$ cat src/rtl/draw_srect_if.sv
// Command/RAM-write bundle for the superpixel rectangle drawer.
// The drawer sits on the slave side; the command source and the RAM sit on the master side.
interface draw_srect_if #(
    parameter int SPIXEL_X_WIDTH = 6,
    parameter int SPIXEL_Y_WIDTH = 6,
    parameter int VGA_ADDR_WIDTH = 19,
    parameter int COLOR_ID_WIDTH = 8
);
    logic [SPIXEL_X_WIDTH-1:0] x0;
    logic [SPIXEL_Y_WIDTH-1:0] y0;
    logic [SPIXEL_X_WIDTH-1:0] w;
    logic [SPIXEL_Y_WIDTH-1:0] h;
    logic                      mode;
    logic [COLOR_ID_WIDTH-1:0] idata;
    logic                      idata_vld;
    logic                      irdy;
    logic                      iram_busy;
    logic                      odone;
    logic [VGA_ADDR_WIDTH-1:0] oaddr;
    logic [COLOR_ID_WIDTH-1:0] odata;
    logic                      owren;

    modport master (
        output x0, y0, w, h, mode, idata, idata_vld, iram_busy,
        input  irdy, odone, oaddr, odata, owren
    );

    modport slave (
        input  x0, y0, w, h, mode, idata, idata_vld, iram_busy,
        output irdy, odone, oaddr, odata, owren
    );
endinterface

$ cat src/rtl/draw_srect.sv
// Draws a clipped filled or outlined rectangle of superpixels into a
// pixel-addressed frame buffer, one pixel write per cycle in raster order.
module draw_srect #(
    parameter int SPIXEL_X_WIDTH = 6,
    parameter int SPIXEL_Y_WIDTH = 6,
    parameter int SPIXEL_X_CNT   = 64,
    parameter int SPIXEL_Y_CNT   = 48,
    parameter int SPIXEL_SIZE    = 10,
    parameter int PIXEL_X_WIDTH  = 10,
    parameter int PIXEL_Y_WIDTH  = 9,
    parameter int SCREEN_W       = 640,
    parameter int VGA_ADDR_WIDTH = 19,
    parameter int COLOR_ID_WIDTH = 8
) (
    input  logic         clk,
    input  logic         rst,
    draw_srect_if.slave  bus
);
    localparam int SXW  = SPIXEL_X_WIDTH;
    localparam int SYW  = SPIXEL_Y_WIDTH;
    localparam int PXW  = PIXEL_X_WIDTH;
    localparam int PYW  = PIXEL_Y_WIDTH;
    localparam int AW   = VGA_ADDR_WIDTH;
    localparam int CW   = COLOR_ID_WIDTH;
    localparam int SUBW = (SPIXEL_SIZE > 1) ? $clog2(SPIXEL_SIZE) : 1;

    localparam logic [SXW:0]    XCNT    = (SXW+1)'(SPIXEL_X_CNT);
    localparam logic [SYW:0]    YCNT    = (SYW+1)'(SPIXEL_Y_CNT);
    localparam logic [SUBW-1:0] SUB_MAX = SUBW'(SPIXEL_SIZE - 1);

    typedef enum logic [1:0] {
        IDLE,
        SETUP,
        DRAW,
        DONE
    } state_t;

    state_t r_state;
    state_t w_next;

    logic [SXW-1:0]  r_x0;
    logic [SYW-1:0]  r_y0;
    logic [SXW-1:0]  r_w;
    logic [SYW-1:0]  r_h;
    logic            r_mode;
    logic [CW-1:0]   r_color;
    logic [SXW-1:0]  r_xe1;
    logic [SYW-1:0]  r_ye1;
    logic [PXW-1:0]  r_xstart;
    logic [PXW-1:0]  r_xlast;
    logic [PYW-1:0]  r_ylast;
    logic [PXW-1:0]  r_px;
    logic [PYW-1:0]  r_py;
    logic [SXW-1:0]  r_sx;
    logic [SYW-1:0]  r_sy;
    logic [SUBW-1:0] r_subx;
    logic [SUBW-1:0] r_suby;

    logic [SXW:0]    w_xsum;
    logic [SYW:0]    w_ysum;
    logic [SXW:0]    w_xend;
    logic [SYW:0]    w_yend;
    logic            w_empty;
    logic [PXW-1:0]  w_xstart;
    logic [PYW-1:0]  w_ystart;
    logic [PXW-1:0]  w_xlast;
    logic [PYW-1:0]  w_ylast;
    logic            w_on_edge;
    logic            w_adv;
    logic            w_xwrap;
    logic            w_last;
    logic            w_cap;
    logic            w_load;
    logic            w_irdy;
    logic            w_odone;
    logic            w_owren;
    logic [AW-1:0]   w_addr;

    // Clip in one extra bit so x0+w cannot wrap before the compare.
    assign w_xsum = {1'b0, r_x0} + {1'b0, r_w};
    assign w_ysum = {1'b0, r_y0} + {1'b0, r_h};
    assign w_xend = (w_xsum > XCNT) ? XCNT : w_xsum;
    assign w_yend = (w_ysum > YCNT) ? YCNT : w_ysum;

    assign w_empty = (r_w == '0) || (r_h == '0) ||
                     ({1'b0, r_x0} >= XCNT) ||
                     ({1'b0, r_y0} >= YCNT);

    assign w_xstart = PXW'(r_x0) * PXW'(SPIXEL_SIZE);
    assign w_ystart = PYW'(r_y0) * PYW'(SPIXEL_SIZE);
    assign w_xlast  = PXW'(w_xend) * PXW'(SPIXEL_SIZE) - PXW'(1);
    assign w_ylast  = PYW'(w_yend) * PYW'(SPIXEL_SIZE) - PYW'(1);

    // Outline pixels: superpixel on the first/last clipped column or row.
    assign w_on_edge = !r_mode ||
                       (r_sx == r_x0) || (r_sx == r_xe1) ||
                       (r_sy == r_y0) || (r_sy == r_ye1);

    assign w_adv   = (r_state == DRAW) && !bus.iram_busy;
    assign w_xwrap = (r_px == r_xlast);
    assign w_last  = w_xwrap && (r_py == r_ylast);

    always_ff @(posedge clk or negedge rst) begin
        if (!rst) begin
            r_state <= IDLE;
        end else begin
            r_state <= w_next;
        end
    end

    always_comb begin
        w_next  = r_state;
        w_irdy  = 1'b0;
        w_odone = 1'b0;
        w_owren = 1'b0;
        w_cap   = 1'b0;
        w_load  = 1'b0;
        unique case (r_state)
            IDLE: begin
                w_irdy = 1'b1;
                if (bus.idata_vld) begin
                    w_cap  = 1'b1;
                    w_next = SETUP;
                end
            end
            SETUP: begin
                if (w_empty) begin
                    w_next = DONE;
                end else begin
                    w_load = 1'b1;
                    w_next = DRAW;
                end
            end
            DRAW: begin
                w_owren = w_on_edge;
                if (w_adv && w_last) begin
                    w_next = DONE;
                end
            end
            DONE: begin
                w_odone = 1'b1;
                w_next  = IDLE;
            end
            default: begin
                w_next = IDLE;
            end
        endcase
    end

    always_ff @(posedge clk or negedge rst) begin
        if (!rst) begin
            r_x0    <= '0;
            r_y0    <= '0;
            r_w     <= '0;
            r_h     <= '0;
            r_mode  <= 1'b0;
            r_color <= '0;
        end else if (w_cap) begin
            r_x0    <= bus.x0;
            r_y0    <= bus.y0;
            r_w     <= bus.w;
            r_h     <= bus.h;
            r_mode  <= bus.mode;
            r_color <= bus.idata;
        end
    end

    always_ff @(posedge clk or negedge rst) begin
        if (!rst) begin
            r_xe1    <= '0;
            r_ye1    <= '0;
            r_xstart <= '0;
            r_xlast  <= '0;
            r_ylast  <= '0;
        end else if (w_load) begin
            r_xe1    <= SXW'(w_xend - (SXW+1)'(1));
            r_ye1    <= SYW'(w_yend - (SYW+1)'(1));
            r_xstart <= w_xstart;
            r_xlast  <= w_xlast;
            r_ylast  <= w_ylast;
        end
    end

    // Superpixel indices ride along with the pixel counters to avoid a divider.
    always_ff @(posedge clk or negedge rst) begin
        if (!rst) begin
            r_px   <= '0;
            r_py   <= '0;
            r_sx   <= '0;
            r_sy   <= '0;
            r_subx <= '0;
            r_suby <= '0;
        end else if (w_load) begin
            r_px   <= w_xstart;
            r_py   <= w_ystart;
            r_sx   <= r_x0;
            r_sy   <= r_y0;
            r_subx <= '0;
            r_suby <= '0;
        end else if (w_adv && !w_last) begin
            if (w_xwrap) begin
                r_px   <= r_xstart;
                r_sx   <= r_x0;
                r_subx <= '0;
                r_py   <= r_py + PYW'(1);
                if (r_suby == SUB_MAX) begin
                    r_suby <= '0;
                    r_sy   <= r_sy + SYW'(1);
                end else begin
                    r_suby <= r_suby + SUBW'(1);
                end
            end else begin
                r_px <= r_px + PXW'(1);
                if (r_subx == SUB_MAX) begin
                    r_subx <= '0;
                    r_sx   <= r_sx + SXW'(1);
                end else begin
                    r_subx <= r_subx + SUBW'(1);
                end
            end
        end
    end

    assign w_addr = AW'(r_py) * AW'(SCREEN_W) + AW'(r_px);

    assign bus.irdy  = w_irdy;
    assign bus.odone = w_odone;
    assign bus.owren = w_owren;
    assign bus.oaddr = w_addr;
    assign bus.odata = r_color;
endmodule

$ cat src/flat_wrapper.sv
// flat-port wrapper written by rule: the top's interface ports become plain ports
module draw_srect_flat 
#(
    parameter int SPIXEL_X_WIDTH = 6,
    parameter int SPIXEL_Y_WIDTH = 6,
    parameter int SPIXEL_X_CNT   = 64,
    parameter int SPIXEL_Y_CNT   = 48,
    parameter int SPIXEL_SIZE    = 10,
    parameter int PIXEL_X_WIDTH  = 10,
    parameter int PIXEL_Y_WIDTH  = 9,
    parameter int SCREEN_W       = 640,
    parameter int VGA_ADDR_WIDTH = 19,
    parameter int COLOR_ID_WIDTH = 8
)
  (clk, rst, bus_x0, bus_y0, bus_w, bus_h, bus_mode, bus_idata, bus_idata_vld, bus_iram_busy, bus_irdy, bus_odone, bus_oaddr, bus_odata, bus_owren);
  draw_srect_if #(.SPIXEL_X_WIDTH(SPIXEL_X_WIDTH), .SPIXEL_Y_WIDTH(SPIXEL_Y_WIDTH), .VGA_ADDR_WIDTH(VGA_ADDR_WIDTH), .COLOR_ID_WIDTH(COLOR_ID_WIDTH)) bus_i ();
  input  logic clk;
  input  logic rst;
  input wire logic [$bits(bus_i.x0)-1:0] bus_x0;
  input wire logic [$bits(bus_i.y0)-1:0] bus_y0;
  input wire logic [$bits(bus_i.w)-1:0] bus_w;
  input wire logic [$bits(bus_i.h)-1:0] bus_h;
  input wire logic [$bits(bus_i.mode)-1:0] bus_mode;
  input wire logic [$bits(bus_i.idata)-1:0] bus_idata;
  input wire logic [$bits(bus_i.idata_vld)-1:0] bus_idata_vld;
  input wire logic [$bits(bus_i.iram_busy)-1:0] bus_iram_busy;
  output wire logic [$bits(bus_i.irdy)-1:0] bus_irdy;
  output wire logic [$bits(bus_i.odone)-1:0] bus_odone;
  output wire logic [$bits(bus_i.oaddr)-1:0] bus_oaddr;
  output wire logic [$bits(bus_i.odata)-1:0] bus_odata;
  output wire logic [$bits(bus_i.owren)-1:0] bus_owren;
  assign bus_i.x0 = bus_x0;
  assign bus_i.y0 = bus_y0;
  assign bus_i.w = bus_w;
  assign bus_i.h = bus_h;
  assign bus_i.mode = bus_mode;
  assign bus_i.idata = bus_idata;
  assign bus_i.idata_vld = bus_idata_vld;
  assign bus_i.iram_busy = bus_iram_busy;
  assign bus_irdy = bus_i.irdy;
  assign bus_odone = bus_i.odone;
  assign bus_oaddr = bus_i.oaddr;
  assign bus_odata = bus_i.odata;
  assign bus_owren = bus_i.owren;
  draw_srect #(.SPIXEL_X_WIDTH(SPIXEL_X_WIDTH), .SPIXEL_Y_WIDTH(SPIXEL_Y_WIDTH), .SPIXEL_X_CNT(SPIXEL_X_CNT), .SPIXEL_Y_CNT(SPIXEL_Y_CNT), .SPIXEL_SIZE(SPIXEL_SIZE), .PIXEL_X_WIDTH(PIXEL_X_WIDTH), .PIXEL_Y_WIDTH(PIXEL_Y_WIDTH), .SCREEN_W(SCREEN_W), .VGA_ADDR_WIDTH(VGA_ADDR_WIDTH), .COLOR_ID_WIDTH(COLOR_ID_WIDTH)) u_core (.clk(clk), .rst(rst), .bus(bus_i));
endmodule
$ cat config.mk
export PLATFORM = sky130hd
export DESIGN_NAME = draw_srect_flat
export DESIGN_NICKNAME = d
export VERILOG_FILES = /design/src/rtl/draw_srect_if.sv /design/src/rtl/draw_srect.sv /design/src/flat_wrapper.sv
export SDC_FILE = /design/constraint.sdc
export NUM_CORES = 1
export LEC_CHECK = 0
export CAP_MARGIN = 10
export CORE_AREA = 2 2 111 194
export CTS_CLUSTER_SIZE = 10
export DETAILED_ROUTE_END_ITERATION = 8
export DIE_AREA = 0 0 113 196
export MAX_ROUTING_LAYER = met4
export SLEW_MARGIN = 40
export SYNTH_ARGS = -nofsm -noshare
export SYNTH_HDL_FRONTEND = slang
export SYNTH_SLANG_ARGS = --single-unit
$ cat constraint.sdc
create_clock -name clk -period 6.15 [get_ports clk]
set_clock_uncertainty 0.05 [all_clocks]
set_input_delay 0.9225 -clock clk [delete_from_list [all_inputs] [get_ports clk]]
set_output_delay 0.9225 -clock clk [all_outputs]
set_load 0.005 [all_outputs]
-- Word-level counts from Yosys, hierarchy flattened
Index checks and enable logic that the tools add are counted.
- register bits after elaboration: 114
- output and inout bits: 30
- input bits: 37
- multiplexer cells: 35
- order comparisons: 3
- reduce and logical (&&, ||, !) cells: 24
- $mul: 5
- equality and inequality tests: 13
- add/sub/neg operators: 13
- operator list (kind ; count):
    6-bit two-way mux ; 8
    4-bit two-way mux ; 8
    10-bit two-way mux ; 3
    9-bit two-way mux ; 3
    6-bit equality test ; 4
    19-bit by 10-bit adder with 19-bit output ; 1
    6-bit by 6-bit adder with 7-bit output ; 2
    7-bit two-way mux ; 2
    6-bit by 1-bit adder with 6-bit output (second input constant) ; 2
    6-bit zero test ; 2
    9-bit by 3-bit multiplier with 12-bit output (second input constant) ; 1
    6-bit by 1-bit subtractor with 6-bit output (second input constant) ; 2
    10-bit by 1-bit adder with 10-bit output (second input constant) ; 1
    10-bit equality test ; 1
    10-bit by 1-bit subtractor with 10-bit output (second input constant) ; 1
    9-bit by 1-bit adder with 9-bit output (second input constant) ; 1
    9-bit equality test ; 1
    6-bit by 3-bit multiplier with 9-bit output (second input constant) ; 1
    7-bit by 3-bit multiplier with 9-bit output (second input constant) ; 1
    9-bit by 1-bit subtractor with 9-bit output (second input constant) ; 1
    4-bit by 1-bit adder with 4-bit output (second input constant) ; 2
    4-bit equality test (second input constant) ; 2
    6-bit by 3-bit multiplier with 8-bit output (second input constant) ; 1
    7-bit by 3-bit multiplier with 8-bit output (second input constant) ; 1
    other kinds (17) ; 41

-- Depth between registers and ports, before layout
Gate-level depths: netlist of run 1.
- word-level depth: 7
- depth in mapped cells: 20

-- Least setup slack after synthesis of run 1
Ideal clock, no wire load.
- path kind: register -> register
- start point: register u_core.r_y0[0]
- end point: register u_core.r_ylast[8]
- arrival time: 4.323 ns
- period minus slack after synthesis: 4.503 ns
- path slack: 1.647 ns
- cell stages (with the launch flop): 19
- library setup time: 0.130 ns
- cells stage by stage: dfrtp_1 > ha_1 > fa_1 > buf_2 > nand3_1 > and2_1 > o22ai_1 > a311oi_2 > nor2_1 > nor4b_1 > ha_1 > ha_1 > fa_1 > or3_1 > nor2_1 > nand2_1 > a31oi_1 > xnor2_1 > o21ai_1
- longest elaborated chain between the ends: 5
- ends and longest elaborated chain (element ; RTL line ; text):
    start, declared ; draw_srect.sv:42 ; logic [SYW-1:0] r_y0;
    start signal, assigned ; draw_srect.sv:160 ; r_y0 <= bus.y0;
    6-bit by 6-bit adder with 7-bit output ; draw_srect.sv:81 ; assign w_ysum = {1'b0, r_y0} + {1'b0, r_h};
    7-bit by 6-bit greater-than comparator with 1-bit output ; draw_srect.sv:83 ; assign w_yend = (w_ysum > YCNT) ? YCNT : w_ysum;
    7-bit two-way mux ; draw_srect.sv:83 ;
    7-bit by 3-bit multiplier with 8-bit output ; draw_srect.sv:92 ; assign w_ylast = PYW'(w_yend) * PYW'(SPIXEL_SIZE) - PYW'(1);
    9-bit by 1-bit subtractor with 9-bit output ; draw_srect.sv:92 ;
    end signal, assigned ; draw_srect.sv:180 ; r_ylast <= w_ylast;
    end, declared ; draw_srect.sv:51 ; logic [PYW-1:0] r_ylast;
Parallel ways exist; a longest one is shown, timed or not.
A chain may end at the register's enable or synchronous reset.

-- Final worst setup path of run 1
Ends and elaborated chain as after synthesis.

==> results of run 1 <==
-- worst register-to-register path, stage by stage, from the launching register on --
cell	delay [ns]
dfrtp_1	0.46
ha_1	0.27
fa_1	0.53
a21oi_1	0.29
or3_1	0.15
a21oi_1	0.08
a311oi_2	0.44
nor2_1	0.15
nor4b_1	0.47
ha_1	0.32
ha_1	0.23
fa_1	0.52
or3_1	0.38
nor2_1	0.16
nand2_1	0.07
a31oi_1	0.18
xnor2_1	0.14
o21ai_1	0.07
-- kinds of logic after synthesis --
family	share of synthesized area, %
and+or+nand+nor	15.63
AOI/OAI and AO/OA	16.75
xor gates and xnor gates	10.53
adders and majority gates	13.65
muxes	5.088
buffers and inverters	4.842
DFF	33.51
-- cells in the mapped netlist, types with 5 or more instances --
cell type    n
a31oi_1     12
o22ai_1      5
and3_1       5
and2_1       8
ha_1        76
nor2_1      47
buf_4       11
o21ai_1     24
buf_2        9
or3_1        7
xor2_1      43
a21o_1      17
dfrtp_1    109
mux2_2      34
nand2b_1     9
clkbuf_1    25
nand4_1     14
nor4_1       7
fa_1         8
nor3_1      14
inv_1       39
o21ai_0     47
xnor2_1     53
nand3_1     22
a21oi_1     55
nor2b_1      8
nand2_1     96
-- state kept, by name, indices dropped and copies added (netlist names), 8 cells and up --
signal / flops
u_core.bus.odata: 8
u_core.r_px: 10
u_core.r_py: 9
u_core.r_xlast: 9
u_core.r_xstart: 9
u_core.r_ylast: 9
-- area by class of cell --
type                       count  area share, %
clock buffer                  10          2.580
timing repair buffer          72          7.633
tap                          252          3.404
sequential                   109          29.45
multi-input combinational    686          54.32
inverter                      39          1.581
clock inverter                 6          1.027
-- cell usage in the layout, fill, tap and decap left out, types with 8 or more instances in the layout --
cell type        count
o21ai_0             47
nand2b_1             9
xor2_1              43
a21o_1              17
a31oi_1             12
o21ai_1             24
fa_1                 8
nand2_1             96
dfrtp_1            109
and2_1               8
xnor2_1             53
a21oi_1             55
nand3_1             21
mux2_2              34
clkbuf_16            9
nor3_1              14
nor2b_1              8
inv_1               39
nor2_1              47
ha_1                76
clkdlybuf4s50_1     65
nand4_1             14
-- per-stage QoR --
step | hold WS, ns | utilization (%) | setup WS (ns) | cells
finish | 0.4275 | 44.81 | 1.053 | 1174
global route | 0.4579 | 44.81 | 0.6269 | 1174
detailed placement | 0.4128 | 43.15 | 1.073 | 1158
floorplan | 0.3906 | - | 1.647 | 882
global placement | 0.4085 | 43.14 | 1.265 | 1158
CTS | 0.4347 | 44.77 | 1.038 | 1174
-- metal layers --
layer	track usage (%)	vias up
met4	5.556	0
met3	1.699	16
met1	21.41	3039
met2	32.49	101
met5	-	-
li1	-	3185
-- worst min-delay path by stage --
stage                       start                 end  slack, ns  cells after the start
6_report       u_core.r_xstart[8]  u_core.r_xstart[8]       0.43                      2
4_1_cts        u_core.r_xstart[7]  u_core.r_xstart[7]       0.43                      2
5_1_grt        u_core.r_xstart[5]  u_core.r_xstart[5]       0.46                      2
3_3_place_gp   u_core.r_xstart[8]  u_core.r_xstart[8]       0.41                      2
3_5_place_dp   u_core.r_xstart[3]  u_core.r_xstart[3]       0.41                      2
2_1_floorplan  u_core.r_xstart[8]  u_core.r_xstart[8]       0.39                      2
==> results by group, run 1 <==
Status
  – Outcome: finished, violations left
  – Failing checks: design-rule violations

Clock network
  – Total CTS buffers: 9
  – CTS clock-pin slew for the worst setup and hold paths: 0.08 ns
  – Max H-tree Level: 3
  – Clk buf depth: 2
  – Clock Sinks: 109
  – Clock root cell: clkbuf_16
  – Post-CTS Setup Repair Bufs: 0
  – Hold Buf Count CTS: 0
  – CTS tree: built
  – Post-CTS sizing: 0
  – Worst skew pair latency: 0.35 ns

Global route
  – Gr usage total: 18.16%
  – Global route overflow: 0
  – Largest net degree at the start of global routing: 71
  – Vias in the first global route: 6424
  – Initial antenna violation count: 0
  – First-pass GRT wire length: 31860 um

Route
  – Final ANT Viol Nets: 0
  – Metal2 WL: 9858 um
  – Top sig layer: met4
  – TritonRoute pass-1 iters: 6
  – Iter 0 DRT Violations: 238
  – DR WL met3: 520 um
  – M1 WL: 8210 um
  – Wire per inst: 16.10 um
  – DRC viols: 6
  – Routed WL: 18910 um
  – Vias per Instance: 5.401
  – Vias: 6341

Worst setup path
  – Origin of the worst setup path: u_core.r_y0[0]
  – Cell family with most CP delay: adder cells
  – Crit path DAT: 5.28 ns
  – CP cell instances: ha_1 -> fa_1 -> a21oi_1 -> or3_1 -> a21oi_1 -> a311oi_2 -> nor2_1 -> nor4b_1 -> ha_1 -> ha_1 -> fa_1 -> or3_1 -> nor2_1 -> nand2_1 -> a31oi_1 -> xnor2_1 -> o21ai_1
  – Crit Reg-Reg Startpoint: u_core.r_y0[0]
  – CP max stage cell: fa_1
  – Buf+Inv Stages, Crit Path: 0
  – Worst setup SP type: flop
  – Crit Path Category: flop to flop
  – Worst endpoint required time: 6.33 ns
  – Worst Setup EP: u_core.r_ylast[8]
  – R2r setup slk: 1.05 ns
  – Crit path depth: 17
  – Reg2reg end: u_core.r_ylast[8]
  – Worst-path maximum fanout: 9
  – CP most frequent cell: ha_1
  – Worst setup EP type: flop
  – CP peak stage delay: 0.53 ns
  – Worst Reg2Reg Path Length in Cells: 17

Synthesis
  – Syn Nets: 1003
  – Area contributors post-synth: dfrtp_1 (34%), ha_1 (12%), xnor2_1 (5.7%), mux2_2 (4.7%), xor2_1 (4.6%)
  – Dominant synthesized flop cell: dfrtp_1
  – Avg Cell Area, Syn: 9.229 um2
  – Share of the synthesized area in the top cell type: 33.51%
  – Post-synth ARST share: 100.0%
  – Synthesized cell area: 8140 um2
  – Syn. warnings: 0
  – Mapped Cells: 882
  – Seq cells post-synth: 109
  – Post-synth EDFFs: 0
  – Register area share after synthesis: 33.51%
  – Netlist cell types: 72
  – Largest area contributor in the netlist: dfrtp_1

Placed design
  – DP Area: 8920 um2
  – DP Wirelength: 14020 um
  – Port bufs: 66
  – GPL Wtd Cong: 0.7992

Die
  – Core area: 20670 um2
  – Die Ht: 196 um
  – Die Wd: 113 um
  – Number of cell rows: 70
  – Initial Util: 39.38%
  – Ports: 67
  – Die footprint: 22150 um2

STA
  – RSZ-0062 raised after global routing: no
  – Final hold vios: 0
  – # setup viols final: 0
  – Slew @ Worst Pin: 0.7662 ns
  – Period minus WS final: 5.097 ns
  – Relative slew slack: 48.92%
  – Setup TNS: 0 ns
  – Fin. max-slew vios: 0
  – Peak Freq: 196.2 MHz
  – Fin crit share: 82.88%

Final layout
  – FF+latch area: 2728 um2
  – ANT cells: 0
  – Share of layout cells above drive strength 1: 8.351%
  – Area growth syn-to-layout: 13.77%
  – Nets: 1038
  – Area of the multi-input gates: 5031 um2
  – Number of filler cells placed in the layout: 2030
  – Final instance area: 9261 um2

Worst hold path
  – Worst Hold Class: flop to flop

Run
  – Max cap viols: 0
Power of run 1 is left out: the tool's default activity adds up to more than one toggle a clock period on the data nets, which glitch-free logic cannot reach.
==> inputs of run 2 (changes only) <==
==> constraint.sdc (replaced) <==
create_clock -name clk -period 4.4 [get_ports clk]
set_clock_uncertainty 0.05 [all_clocks]
set_input_delay 0.66 -clock clk [delete_from_list [all_inputs] [get_ports clk]]
set_output_delay 0.66 -clock clk [all_outputs]
set_load 0.005 [all_outputs]
==> results by group, run 2 (synthesis gave the netlist of run 1 again) <==
STA
  – # setup viols final: 0
  – Relative slew slack: 50.94%
  – Peak Freq: 238.3 MHz
  – Period minus WS final: 4.197 ns
  – Final hold vios: 0
  – Fin. max-slew vios: 0
  – Slew @ Worst Pin: 0.7359 ns
  – Fin crit share: 95.38%
  – Hold slack final: 0.2108 ns
  – Setup TNS: 0 ns

Worst setup path
  – Worst setup SP type: flop
  – R2r setup slk: 0.20 ns
  – CP max stage cell: fa_1
  – Worst-path maximum fanout: 4
  – Crit path DAT: 4.39 ns
  – CP cell instances: ha_2 -> fa_2 -> a21oi_4 -> nand4_1 -> a21oi_2 -> a311oi_2 -> buf_4 -> and2_1 -> buf_4 -> nand2_1 -> inv_1 -> ha_1 -> ha_2 -> fa_1 -> or3_4 -> nor2_2 -> nand2_1 -> a31oi_1 -> xnor2_1 -> o21ai_1
  – Worst Reg2Reg Path Length in Cells: 20
  – Crit Path Category: flop to flop
  – CP peak stage delay: 0.48 ns
  – Worst setup EP type: flop
  – Reg2reg end: u_core.r_ylast[8]
  – Crit Reg-Reg Startpoint: u_core.r_h[0]
  – Worst endpoint required time: 4.60 ns

Die
  – Die Ht: 196 um
  – Number of cell rows: 70
  – Die Wd: 113 um
  – Ports: 67
  – Die footprint: 22150 um2
  – Initial Util: 39.38%
  – Core area: 20670 um2

Final layout
  – Most common cell after layout, fill and taps aside: dfrtp_1
  – Share of layout cells above drive strength 1: 13.33%
  – Number of filler cells placed in the layout: 2036
  – Reg with most FFs: u_core.r_px
  – Largest register FFs: 10
  – ANT cells: 0
  – Post-layout util: 46.20%
  – Nets: 1069
  – Most frequent cells in the layout: dfrtp_1 (106), nand2_1 (96), ha_1 (74)
  – Area growth syn-to-layout: 17.31%
  – Area of the multi-input gates: 5089 um2
  – FF+latch area: 2731 um2

Clock network
  – Clk buf depth: 2
  – Clock Sinks: 109
  – Total CTS buffers: 9
  – Worst skew pair latency: 0.37 ns
  – CTS clock-pin slew for the worst setup and hold paths: 0.09 ns
  – Clock root cell: clkbuf_16
  – Max H-tree Level: 3
  – CTS tree: built

Placed design
  – GPL Wtd Cong: 0.8557
  – Port bufs: 66
  – DP Wirelength: 14870 um

Worst hold path
  – Worst Hold Class: input pin to async pin

Global route
  – Vias in the first global route: 6671
  – Initial antenna violation count: 0
  – Gr usage total: 18.50%
  – Global route overflow: 0
  – First-pass GRT wire length: 32240 um
  – Largest net degree at the start of global routing: 41

Status
  – Outcome: finished, violations left
  – Failing checks: design-rule violations

Route
  – Vias: 6574
  – Wire per inst: 15.97 um
  – Iter 0 DRT Violations: 205
  – TritonRoute pass-1 iters: 7
  – Vias per Instance: 5.456
  – Final ANT Viol Nets: 0
  – DRC viols: 2
  – Routed WL: 19250 um

Run
  – Max cap viols: 0
run 2: cell count changes in the layout (fill, tap and decap cells not counted), moves of 2 or more:
cell        before  now
a21oi_1         55   50
a21oi_2          1    5
buf_4            6   38
clkinvlp_4       2    0
dfrtp_1        109  106
dfrtp_2          0    3
ha_1            76   74
ha_2             0    2
inv_6            0    2
nand3_2          0    2
nor2_1          47   45
nor2_2           0    2
run 2: routing by layer:
layer,global-route usage [%],wire (um)
met2,32.98,10430
met3,2.255,544
met4,6.685,444
met5,-,0
met1,21.16,7829
run 2: cell type report:
class | instances | area share (%)
sequential | 109 | 28.60
timing repair buffer | 103 | 9.801
tap | 252 | 3.302
inverter | 39 | 1.533
clock inverter | 7 | 1.114
multi-input combinational | 686 | 53.29
clock buffer | 9 | 2.358
run 2: timing repair:
item	in CTS	in global routing
resized for setup	1	14
endpoints found under the setup margin	1	5
hold buffers	0	0
setup buffers	0	2
pin swaps	0	9
run 2: critical path, delay by kind of cell, from the launching register on:
family | cells | cell delay (ns)
AOI/OAI and AO/OA | 5 | 0.66
xor gates and xnor gates | 1 | 0.14
adders and majority gates | 5 | 1.50
buffers and inverters | 3 | 0.36
DFF | 1 | 0.39
and+or+nand+nor | 6 | 0.97
run 2: worst max-delay path by stage:
stage,start,to,slack (ns),cells after the start
3_5_place_dp,u_core.r_h[0],u_core.r_ylast[8],0.01,17
2_1_floorplan,u_core.r_y0[0],u_core.r_ylast[8],0.03,18
6_report,u_core.r_h[0],u_core.r_ylast[8],0.20,20
5_1_grt,u_core.r_h[0],u_core.r_ylast[8],-0.01,20
3_3_place_gp,u_core.r_h[0],u_core.r_ylast[8],0.10,17
4_1_cts,u_core.r_h[0],u_core.r_ylast[8],0.07,17
run 2: metrics by stage:
stage	setup slack (ns)	area [um2]	instances
floorplan	0.03192	8155	882
global placement	0.1032	9149	1187
detailed placement	0.01185	9150	1187
CTS	0.07094	9484	1203
global route	-0.01115	9549	1205
finish	0.2032	9549	1205
Power of run 2 is left out for the same reason.
